### config.mk
export PLATFORM = sky130hd
export DESIGN_NAME = demux_rr_sched
export DESIGN_NICKNAME = d
export VERILOG_FILES = /design/src/rtl/demux_rr_sched.sv
export SDC_FILE = /design/constraint.sdc
export NUM_CORES = 1
export LEC_CHECK = 0
export BUFFER_PORTS_ARGS = -buffer_cell sky130_fd_sc_hd__buf_2
export CAP_MARGIN = 20
export CELL_PAD_IN_SITES_DETAIL_PLACEMENT = 1
export CELL_PAD_IN_SITES_GLOBAL_PLACEMENT = 1
export CORE_UTILIZATION = 35
export CTS_CLUSTER_DIAMETER = 80
export DETAILED_ROUTE_END_ITERATION = 6
export GPL_ROUTABILITY_DRIVEN = 0
export PLACE_DENSITY_LB_ADDON = 0.1
export SLEW_MARGIN = 25
export SYNTH_ARGS = -nofsm -noshare
export SYNTH_HDL_FRONTEND = slang
export SYNTH_SLANG_ARGS = --single-unit
### constraint.sdc
create_clock -name clk -period 1.7 [get_ports clk]
set_input_delay 0.51 -clock clk [delete_from_list [all_inputs] [get_ports clk]]
set_output_delay 0.51 -clock clk [all_outputs]
set_load 0.005 [all_outputs]
### src/rtl/demux_rr_sched.sv
// demux_rr_sched: 4-way demux sequencer (round-robin or directed) with optional HOLD timeout.
// Define DEMUX_RR_SCHED_CNT_EN to add per-channel transfer counters (cnt, cnt_clr).
module demux_rr_sched #(
  parameter int width = 8,
  parameter int snum = 2,
  parameter int timeout = 0
) (
  input  logic             clk,
  input  logic             rst_n,
  input  logic [width-1:0] i,
  input  logic             i_valid,
  output logic             i_ready,
  input  logic             mode,
  input  logic [snum-1:0]  dest,
  output logic [width-1:0] o0,
  output logic [width-1:0] o1,
  output logic [width-1:0] o2,
  output logic [width-1:0] o3,
  output logic [3:0]       o_valid,
  input  logic [3:0]       o_ready,
  output logic [snum-1:0]  sel,
  output logic             busy,
  output logic             drop
`ifdef DEMUX_RR_SCHED_CNT_EN
  ,
  output logic [31:0]      cnt,
  input  logic             cnt_clr
`endif
);
  typedef enum logic {IDLE, HOLD} state_t;
  state_t state;
  logic [snum-1:0] rr_ptr, tgt, nxt;
  logic [7:0] wait_cnt;
  logic held_mode, xfer, expire;
  logic [width-1:0] o_q [4];
  assign i_ready = state == IDLE;
  assign tgt = mode ? dest : rr_ptr;
  assign nxt = sel + snum'(1);
  assign xfer = state == HOLD && o_valid[sel] && o_ready[sel];
  // wait_cnt reaches timeout-1 on the last waiting cycle, so the action lands timeout cycles after the word appears
  assign expire = timeout != 0 && wait_cnt == 8'(timeout - 1);
  assign o0 = o_q[0];
  assign o1 = o_q[1];
  assign o2 = o_q[2];
  assign o3 = o_q[3];
  always_ff @(posedge clk or negedge rst_n)
    if (!rst_n) begin
      state <= IDLE;
      rr_ptr <= '0;
      wait_cnt <= '0;
      held_mode <= 1'b0;
      o_valid <= '0;
      sel <= '0;
      busy <= 1'b0;
      drop <= 1'b0;
      for (int n = 0; n < 4; n++) o_q[n] <= '0;
    end else begin
      drop <= 1'b0;
      if (state == IDLE) begin
        if (i_valid) begin
          state <= HOLD;
          held_mode <= mode;
          sel <= tgt;
          busy <= 1'b1;
          wait_cnt <= '0;
          o_valid <= 4'(1) << tgt;
          for (int n = 0; n < 4; n++) o_q[n] <= tgt == snum'(n) ? i : '0;
        end
      end else if (xfer) begin
        state <= IDLE;
        busy <= 1'b0;
        o_valid <= '0;
        for (int n = 0; n < 4; n++) o_q[n] <= '0;
        if (!held_mode) rr_ptr <= nxt;
      end else if (expire && !held_mode) begin
        sel <= nxt;
        wait_cnt <= '0;
        o_valid <= 4'(1) << nxt;
        for (int n = 0; n < 4; n++) o_q[n] <= nxt == snum'(n) ? o_q[sel] : '0;
      end else if (expire) begin
        state <= IDLE;
        busy <= 1'b0;
        drop <= 1'b1;
        o_valid <= '0;
        for (int n = 0; n < 4; n++) o_q[n] <= '0;
      end else if (wait_cnt != 8'hff) begin
        wait_cnt <= wait_cnt + 8'd1;
      end
    end
`ifdef DEMUX_RR_SCHED_CNT_EN
  always_ff @(posedge clk or negedge rst_n)
    if (!rst_n) cnt <= '0;
    else if (cnt_clr) cnt <= '0;
    else if (xfer) cnt[8*sel +: 8] <= cnt[8*sel +: 8] + 8'd1;
`endif
endmodule

### Yosys cells after proc, flatten, opt, wreduce, memory -nomap -nowiden

Index checks and enable logic that the tools add are counted.
Widths: inputs -> output; s select.

* add/sub/neg operators: 1
* order comparisons: 1
* equal/unequal tests: 4
* shift-type cells: 1
* multiplexer cells: 21
* bitwise gates (word level): 2
* reductions and logical operators: 7

Operators with widths (count)
* $mux 32: 3
* $mux 8: 4
* $mux 4: 3
* $mux 1: 8
* $bmux 1 s2: 2
* $eq 2x2->1 const B: 2
* $reduce_and 2->1: 2
* $shl 1x2->4 const A: 1
* $lt 2x3->1 const B: 1
* $reduce_and 3->1: 1
* $add 2x1->2 const B: 1
* $eq 2x1->1 const B: 1
* $logic_and 1x1->1: 2
* $logic_not 2->1: 1
* $mux 2: 1
* $ne 2x1->1 const B: 1
* $not 1->1: 2
* $reduce_bool 2->1: 1

* bits in registers: 43
* input bits: 18
* output and inout port bits: 41
* logic and storage cells: 47

### Depth between registers and ports, before layout

Gate-level depths: netlist (run 1).

* word-level depth: 6
* mapped depth: 5
* mapped depth without buffers: 4

### Worst setup path before layout (run 1)

No wires, ideal clock.

* kind: input -> register
* start: input port mode
* end: register o_q, in the netlist o3[0]
* setup time: 0.066 ns
* arrival: 1.736 ns
* data required time: 1.634 ns
* slack: -0.102 ns
* stages: 5
* path buffers: 1
* cell sequence: clkbuf_1 nand2b_1 or2_2 a21oi_1 a22o_2

* cells in the longest elaborated chain, start to end: 5

Ends and longest elaborated chain
* from (decl): line 13 `input logic mode,`
* $mux 2: line 37 `assign tgt = mode ? dest : rr_ptr;`
* $eq 2x2->1: line 67 `for (int n = 0; n < 4; n++) o_q[n] <= tgt == snum'(n) ? i : '0;`
* $mux 8: line 67
* $mux 32: line 60 `if (i_valid) begin`
* $mux 32: line 59 `if (state == IDLE) begin`
* to (decl): line 35 `logic [width-1:0] o_q [4];`

Every way passes these cells. The select of a mux whose other input is x is not followed.
A chain may end at the register's enable or synchronous reset.

### Worst setup path after layout (run 1)

* start: register o_valid[0]
* end: register o_q, in the netlist o0[0]

* cells in the longest elaborated chain, start to end: 6

Ends and longest elaborated chain
* from (decl): line 19 `output logic [3:0] o_valid,`
* from (signal assigned): line 66 `o_valid <= 4'(1) << tgt;`
* from (signal assigned): line 78 `o_valid <= 4'(1) << nxt;`
* $bmux 1 s2: line 39 `assign xfer = state == HOLD && o_valid[sel] && o_ready[sel];`
* $mux 1 (not written as such): line 39
* $logic_and 1x1->1 (2 in a row): line 39
* $ne 2x1->1 (no source line)
* $reduce_and 2->1 (no source line)

Every way passes these cells. The select of a mux whose other input is x is not followed.

==> reports/results.txt, run 1 <==
Commonest non-fill, non-tap cell in the layout = buf_2
P_leak = 1.24 nW
Top Metal Used = met4
IO Port Bufs = 57
Cell Pwr Density = 1630 nW/um^2
Total Nets Final = 215
Detailed Place HPWL = 3140 um
Row count = 25
# resized after CTS = 0
Fmax = 0.612 GHz
CP max stage cell = dfrtp_1
DR iter-0 viols = 46
Most used cells in the layout excluding fill and tap cells = 57 x buf_2, 43 x dfrtp_1, 23 x a22o_2
Final ANT Viol Nets = 0
Reg2Reg Depth = 5
WL met1 = 1890 um
Initial antenna violation count = 0
Post-route cell area = 2290 sq um
Outcome = complete, no violations
Post-synthesis net count = 146
CTS tree = built
Post-CTS setup buffer count = 0
Top cells by area, synth = dfrtp_1 62%, a22o_2 13%, a22o_1 4.5%
Vias in the first global route = 1422
#FFs+latches synth = 43
Final cell count without fillers = 264
Die height = 72.5 um
Worst-Margin Slew = 0.680 ns
Metal2 WL = 2210 um
Unrepaired setup endpoints after global routing = false
Peak supply drop = 602 uV
CP Capture Type = flip-flop
Met3 wire len = 208 um
# DRC = 0
DR vias = 1355
Worst skew pair latency = 0.29 ns
Ratio of cells with drive above 1 in the final layout = 0.528
Max-slew headroom = 0.545
CTS root buffer = clkbuf_8
Via density = 5.13
CP startpoint kind = flip-flop
Remaining Overflow, GRT = 0
H-tree levels = 2
Synth-to-Final Area Change = 31.6%
Hold Crit Class = primary input to asynchronous set/reset pin
Largest net degree at the start of global routing = 44
# IOs = 59
Slowest stage delay, CP = 0.41 ns
Final Skew = 0.00928 ns
Final slew viol count = 0
Fin crit share = 0.960
DIE AREA = 5250 sq um
Clk slew on worst S/H paths = 0.08 ns
Synth Cell Area = 1740 sq um
Inst Count DP = 257
FF-to-FF End = o0[0]
DP Area = 2180 sq um
Worst Path Required = 1.93 ns
Final min period = 1.63 ns
Core area = 4750 sq um
Cell count after synthesis = 128
First-pass GRT wire length = 7170 um
CP max FO = 36
Post-CTS Hold Buffers = 0
Reg2reg start = o_valid[0]
Ant diodes = 0
Die width = 72.5 um
CP arrival = 1.86 ns
Worst R2R Setup Slack = 0.07 ns
CP top delay family = compound AO/OA/AOI/OAI gates
DR pass1 iterations = 4
Setup Crit Path Kind = flip-flop to flip-flop
Synth area leader = dfrtp_1
Longest Clk Path Bufs = 2
CTS sink count = 43
Avg Cell Area, Syn = 13.6 sq um
CP cell instances = and3b_1 > a311o_1 > a41oi_4 > buf_12 > a22o_2
Initial Util = 0.366
DR WL/cell = 16.6 um
WL final = 4390 um
Total CTS buffers = 5
Netlist cell types = 31
Yosys warning total = 0
Total routing usage reported by global routing = 0.185
Max-cap violations = 0
Buf/Inv on CP = 1
Share of the synthesized area in the top cell type = 0.619
Final setup violation count = 0
Seq/Total Area, Yosys = 0.619
Hold Vio Cnt, Final = 0
==> cell families (layout without fill, tap and decap cells) <==
family	count (synthesis)	count (layout)	share of synthesized area
compound gates	47	47	0.252
flops	43	43	0.619
simple gates	24	24	0.0684
buf+inv	9	78	0.0353
mux	3	3	0.0180
other cells	1	1	0.00216
xor+xnor	1	1	0.00504
==> per-layer routing <==
layer	up-vias	GRT usage
li1	611	-
met1	689	0.230
met2	48	0.309
met3	7	0.0444
met4	0	0.0763
met5	-	0
==> synth_stat cells (all sizes together) <==
cell type and n:
or2 1, mux2 1, a41oi 1, inv 3
a22o 32, xor2 1, nand4 1, and2b 1
a32oi 1, a22oi 1, o21a 1, conb 1
a311o 1, nor2 7, and3b 1, clkbuf 1
a31oi 1, mux2i 2, nor2b 1, o22a 1
a21o 5, and4 1, nand2b 1, nand2 8
dfrtp 43, a21oi 3, nand3 2, buf 5
==> state kept, by name (all words and copies together) (netlist names) <==
register,count
o0,8
o2,8
rr_ptr,2
sel,2
state,1
o3,8
held_mode,1
o1,8
o_valid,4
busy,1
==> per-stage QoR <==
stage	TNS (ns)	worst slack, ns	utilization	power (W)	hold WS (ns)
after global routing	0	0.0214	0.481	0.00398	0.194
after CTS	0	0.0584	0.481	0.00378	0.179
after global placement	-2.05	-0.0826	0.459	0.00293	0.463
after floorplan	0	0.0304	-	0.00240	0.214
after detailed placement	-3.95	-0.129	0.459	0.00300	0.479
final	0	0.0672	0.481	0.00373	0.179
==> how the worst max path moves through the flow <==
stage | start | depth (start not counted) | endpoint | slack [ns]
after floorplan | o_ready[0] | 5 | o0[6] | 0.03
after global placement | o_ready[0] | 5 | rr_ptr[1] | -0.08
after detailed placement | o_ready[0] | 5 | rr_ptr[1] | -0.13
after CTS | o_valid[0] | 5 | o0[0] | 0.06
after global routing | sel[0] | 5 | o0[0] | 0.02
final | o_valid[0] | 5 | o0[0] | 0.07
==> worst reg2reg max path, cell delays in order, from the launching register on <==
cell     delay [ns]
dfrtp_1        0.41
and3b_1        0.19
a311o_1        0.39
a41oi_4        0.19
buf_12         0.22
a22o_2         0.18
==> where the power goes <==
| group | internal (W) | switching, W |
|---|---|---|
| Clock | 0.000429 | 0.000338 |
| Combinational | 0.000698 | 0.000681 |
| Sequential | 0.00134 | 0.000242 |
==> final cells by class <==
class | instances | area, sq um
Fill cell | 539 | 2470
Sequential cell | 43 | 1080
Multi-Input combinational cell | 76 | 604
Timing Repair Buffer | 68 | 405
Tap cell | 67 | 83.8
Clock buffer | 5 | 68.8
Clock inverter | 2 | 37.5
Inverter | 3 | 11.3
Power figures use the tool's default switching activity.
==> run 2, diff against run 1 <==
==> constraint.sdc (replaced) <==
create_clock -name clk -period 1.7 [get_ports clk]
set_input_delay 0.17 -clock clk [delete_from_list [all_inputs] [get_ports clk]]
set_output_delay 0.17 -clock clk [all_outputs]
set_load 0.005 [all_outputs]
==> reports/results.txt, run 2 (synthesized netlist as in run 1, its figures left out) <==
Outcome = complete, no violations
Unrepaired setup endpoints after global routing = false
Combinational share of power = 0.385 (+0.015)
Detailed Place HPWL = 3140 um (+0.12%)
Hold Vio Cnt, Final = 0 (unchanged)
Worst R2R Setup Slack = 0.06 ns (about the same)
Worst Path Required = 1.93 ns (about the same)
Peak supply drop = 864 uV (+44%)
CP max stage cell = dfrtp_1
Hold Crit Class = primary input to flip-flop
Die height = 72.5 um (unchanged)
Post-CTS Hold Buffers = 1 (+1)
DP Area = 2140 sq um (-2.0%)
Vias in the first global route = 1395 (-1.9%)
DR pass1 iterations = 4 (unchanged)
FF-to-FF End = o2[2]
CP max FO = 36 (unchanged)
H-tree levels = 2 (unchanged)
Switch share = 0.350 (+0.0124)
Final setup violation count = 0 (unchanged)
DR iter-0 viols = 68 (+48%)
Final min period = 1.64 ns (+0.00221 ns)
Die width = 72.5 um (unchanged)
Total routing usage reported by global routing = 0.183 (-0.00164)
CP cell instances = and3b_1 > a311o_1 > a41oi_4 > buf_12 > a22o_2
Longest Clk Path Bufs = 2 (unchanged)
Internal power = 0.00230 W (-6.7%)
Clock share of power = 0.173 (-0.033)
Fin crit share = 0.962 (+0.00130)
CTS tree = built
Clk slew on worst S/H paths = 0.08 ns (about the same)
Slowest stage delay, CP = 0.40 ns (about the same)
Commonest non-fill, non-tap cell in the layout = buf_2
Post-CTS setup buffer count = 0 (unchanged)
Reg2Reg Depth = 5 (unchanged)
Worst skew pair latency = 0.28 ns (about the same)
CP arrival = 1.86 ns (about the same)
Fmax = 0.612 GHz (-0.14%)
DR vias = 1307 (-3.5%)
Ratio of cells with drive above 1 in the final layout = 0.518 (-0.0102)
Max-cap violations = 0 (unchanged)
CP startpoint kind = flip-flop
CP Capture Type = flip-flop
CP top delay family = compound AO/OA/AOI/OAI gates
Largest net degree at the start of global routing = 37 (-16%)
Initial Util = 0.366 (unchanged)
Setup Crit Path Kind = flip-flop to flip-flop
Via density = 4.95 (-3.5%)
P_leak = 1.23 nW (-1.0%)
CTS root buffer = clkbuf_8
Total CTS buffers = 5 (unchanged)
Post-Route Setup TNS = 0 ns (unchanged)
DIE AREA = 5250 sq um (unchanged)
DR WL/cell = 16.4 um (-1.1%)
Final Skew = 0.00375 ns (-0.00553 ns)
Ant diodes = 0 (unchanged)
# DRC = 0 (unchanged)
Final core occ = 0.469 (-0.0118)
Final slew viol count = 0 (unchanged)
Core area = 4750 sq um (unchanged)
Critical Path Sink = o2[2]
Synth-to-Final Area Change = 28.4%
Post-route cell area = 2230 sq um (-2.5%)
# resized after CTS = 0 (unchanged)
IO Port Bufs = 57 (unchanged)
Remaining Overflow, GRT = 0 (unchanged)
Reg2reg start = o_valid[0]
Row count = 25 (unchanged)
Flop pwr share = 0.443 (+0.018)
Most used cells in the layout excluding fill and tap cells = 57 x buf_2, 43 x dfrtp_1, 23 x a22o_2
Cell Pwr Density = 1590 nW/um^2 (-2.6%)
# IOs = 59 (unchanged)
Final ANT Viol Nets = 0 (unchanged)
First-pass GRT wire length = 7210 um (+0.57%)
Psw = 0.00124 W (-1.5%)
Critical path depth = 5 (unchanged)
WL final = 4340 um (-1.1%)
Total Nets Final = 214 (-0.47%)
Buf/Inv on CP = 1 (unchanged)
Crit. Startpoint = o_valid[0]
CTS sink count = 43 (unchanged)
Initial antenna violation count = 0 (unchanged)
run 2: how the worst min path moves through the flow:
stage,start,to,slack (ns),cells past startpoint
detailed placement,rst_n,o2[3],0.15,1
global placement,rst_n,o0[3],0.14,1
CTS,i_valid,state,0.12,2
finish,i_valid,state,0.13,2
floorplan,rst_n,busy,-0.13,0
global route,i_valid,state,0.13,2
run 2: final cells by class:
type	count	area, sq um
clock buffer	5	68.8
clock inverter	3	15.0
fill	536	2520
inverter	3	11.3
multi-input combinational	76	601
sequential	43	1080
tap	67	83.8
timing repair buffer	67	375
run 2: per-layer routing:
metal  global-route usage  up-vias  part of all wire
met3               0.0347        5             0.034
met1                0.241      658              0.45
li1                     -      609                 -
met5                    0        -                 0
met4               0.0741        0            0.0092
met2                0.300       35              0.51
run 2: per-stage QoR:
step	hold slack [ns]	setup slack, ns	cells	power (W)
4_1_cts	0.119	0.0620	264	0.00359
6_report	0.129	0.0650	264	0.00354
5_1_grt	0.134	0.0146	264	0.00379
3_5_place_dp	0.152	0.0860	255	0.00296
2_1_floorplan	-0.126	0.0356	128	0.00240
3_3_place_gp	0.142	0.144	255	0.00291
run 2: power by group through the flow:
stage               Combinational, W  Sequential [W]  Clock (W)
global route                 0.00149         0.00162   0.000677
CTS                          0.00138         0.00157   0.000634
finish                       0.00136         0.00157   0.000612
floorplan                   0.000814         0.00159          0
detailed placement           0.00137         0.00159          0
global placement             0.00132         0.00158          0
==> run 3, diff against run 2 <==
Settings changed: CORE_ASPECT_RATIO from default to 1.25, CORE_UTILIZATION 35 to 38.
Clock period 1.7 ns to 1.8 ns, I/O delays scaled along.
==> reports/results.txt, run 3 (synthesized netlist as in run 1, its figures left out) <==
Outcome = complete, no violations
Internal power = 0.00235 W (+1.9%)
Multi-input logic area = 601 sq um (unchanged)
Max-cap violations = 0 (unchanged)
Hold Vio Cnt, Final = 0 (unchanged)
Post-CTS setup buffer count = 0 (unchanged)
Setup Crit Path Kind = flip-flop to flip-flop
Initial Util = 0.396 (+0.0302)
Ratio of cells with drive above 1 in the final layout = 0.508 (-0.00999)
Unrepaired setup endpoints after global routing = true
CP max FO = 9 (-75%)
CTS root buffer = clkbuf_8
Peak supply drop = 658 uV (-24%)
Hold Crit Class = primary input to flip-flop
Worst skew pair latency = 0.29 ns (about the same)
Final setup violation count = 0 (unchanged)
H-tree levels = 2 (unchanged)
Most used cells in the layout excluding fill and tap cells = 57 x buf_2, 43 x dfrtp_1, 23 x a22o_2
Total Nets Final = 210 (-1.9%)
Max-slew headroom = 0.415
CP Capture Type = flip-flop
CP arrival = 1.94 ns (+0.08 ns)
Flop pwr share = 0.425 (-0.018)
Slowest stage delay, CP = 0.70 ns (+0.30 ns)
Final min period = 1.71 ns (+0.0784 ns)
Synth-to-Final Area Change = 27.9%
# IOs = 59 (unchanged)
Combinational share of power = 0.357 (-0.028)
Commonest non-fill, non-tap cell in the layout = buf_2
CTS tree = built
DR pass1 iterations = 3 (-1)
Total routing usage reported by global routing = 0.200 (+0.0167)
Via density = 5.24 (+5.7%)
Die width = 62.5 um (-14%)
# DRC = 0 (unchanged)
Vias in the first global route = 1421 (+1.9%)
Worst Path Required = 2.03 ns (+0.10 ns)
Core area = 4390 sq um (-7.6%)
Worst-Margin Slew = 0.874 ns
IO Port Bufs = 57 (unchanged)
FILL cells = 491 (-8.4%)
P_leak = 1.22 nW (-0.66%)
CTS sink count = 43 (unchanged)
Final core occ = 0.506 (+0.0371)
CP cell instances = inv_1 > nand2_1 > nor2_1 > a22o_2
CP startpoint kind = flip-flop
DR vias = 1314 (+0.54%)
Largest net degree at the start of global routing = 44 (+19%)
Fin crit share = 0.952 (-0.00986)
CP max stage cell = nor2_1
Ant diodes = 0 (unchanged)
Final ANT Viol Nets = 0 (unchanged)
Post-Route Setup TNS = 0 ns (unchanged)
Register area = 1080 sq um (unchanged)
Remaining Overflow, GRT = 0 (unchanged)
Switch share = 0.332 (-0.0179)
Psw = 0.00117 W (-5.9%)
Cell Pwr Density = 1580 nW/um^2 (-0.52%)
First-pass GRT wire length = 7380 um (+2.4%)
Final Skew = 0.00691 ns (+0.00316 ns)
Clock share of power = 0.218 (+0.045)
Initial antenna violation count = 0 (unchanged)
DIE AREA = 4850 sq um (-7.7%)
Clk slew on worst S/H paths = 0.08 ns (about the same)
Fmax = 0.584 GHz (-4.6%)
Longest Clk Path Bufs = 2 (unchanged)
Die height = 77.6 um (+7.1%)
WL final = 4290 um (-1.2%)
Final slew viol count = 0 (unchanged)
Row count = 27 (+8.0%)
DR iter-0 viols = 36 (-47%)
Detailed Place HPWL = 2990 um (-4.7%)
Total CTS buffers = 5 (unchanged)
DR WL/cell = 17.1 um (+3.9%)
run 3: final timing paths:
kind,startpoint,to,slack [ns],cells after the start
min in group asynchronous,rst_n,busy,0.48,3
max in group asynchronous,rst_n,o1[7],0.94,3
setup / recovery,state,o0[3],0.09,4
hold / removal,i_valid,state,0.15,2
hold reg to reg,busy,busy,0.48,1
setup reg to reg,state,o0[3],0.09,4
run 3: power groups by stage:
stage | sequential, W | clock (W) | combinational, W
2_1_floorplan | 0.00150 | 0 | 0.000769
4_1_cts | 0.00150 | 0.000794 | 0.00128
5_1_grt | 0.00154 | 0.000846 | 0.00139
3_3_place_gp | 0.00150 | 0 | 0.00124
3_5_place_dp | 0.00151 | 0 | 0.00128
6_report | 0.00149 | 0.000768 | 0.00125
run 3: per-layer routing:
layer  global-route usage  share of wire
met1                0.246           0.42
met2                0.341           0.53
met3               0.0456          0.039
met4               0.0721          0.014
met5                    0              0
run 3: stage by stage:
stage                     power (W)  instance area, sq um  hold slack, ns  worst slack, ns  cells
final                       0.00351                  2220           0.154           0.0865    251
after global routing        0.00377                  2220           0.141         -0.00774    251
after CTS                   0.00357                  2220           0.147           0.0836    251
after detailed placement    0.00279                  2100           0.292            0.106    242
after global placement      0.00274                  2100           0.281            0.155    242
after floorplan             0.00227                  1740          -0.116            0.136    128
run 3: final cells by class:
type	count	area share
tap	58	0.0326
timing repair buffer	63	0.155
clock buffer	6	0.0371
inverter	3	0.00506
multi-input combinational	76	0.270
sequential	43	0.484
clock inverter	2	0.0158
run 3: critical path, delay by kind of cell (launching register included):
family,cells,cell delay [ns]
AOI/OAI and AO/OA,1,0.26
DFF,1,0.45
buffers and inverters,1,0.11
and+or+nand+nor,2,0.82
run 3: repair_timing:
action                                  in CTS  in global routing
hold buffers                                 1                  0
resized for setup                            0                  0
hold endpoints to repair                    43                  0
endpoints found under the setup margin       0                  7
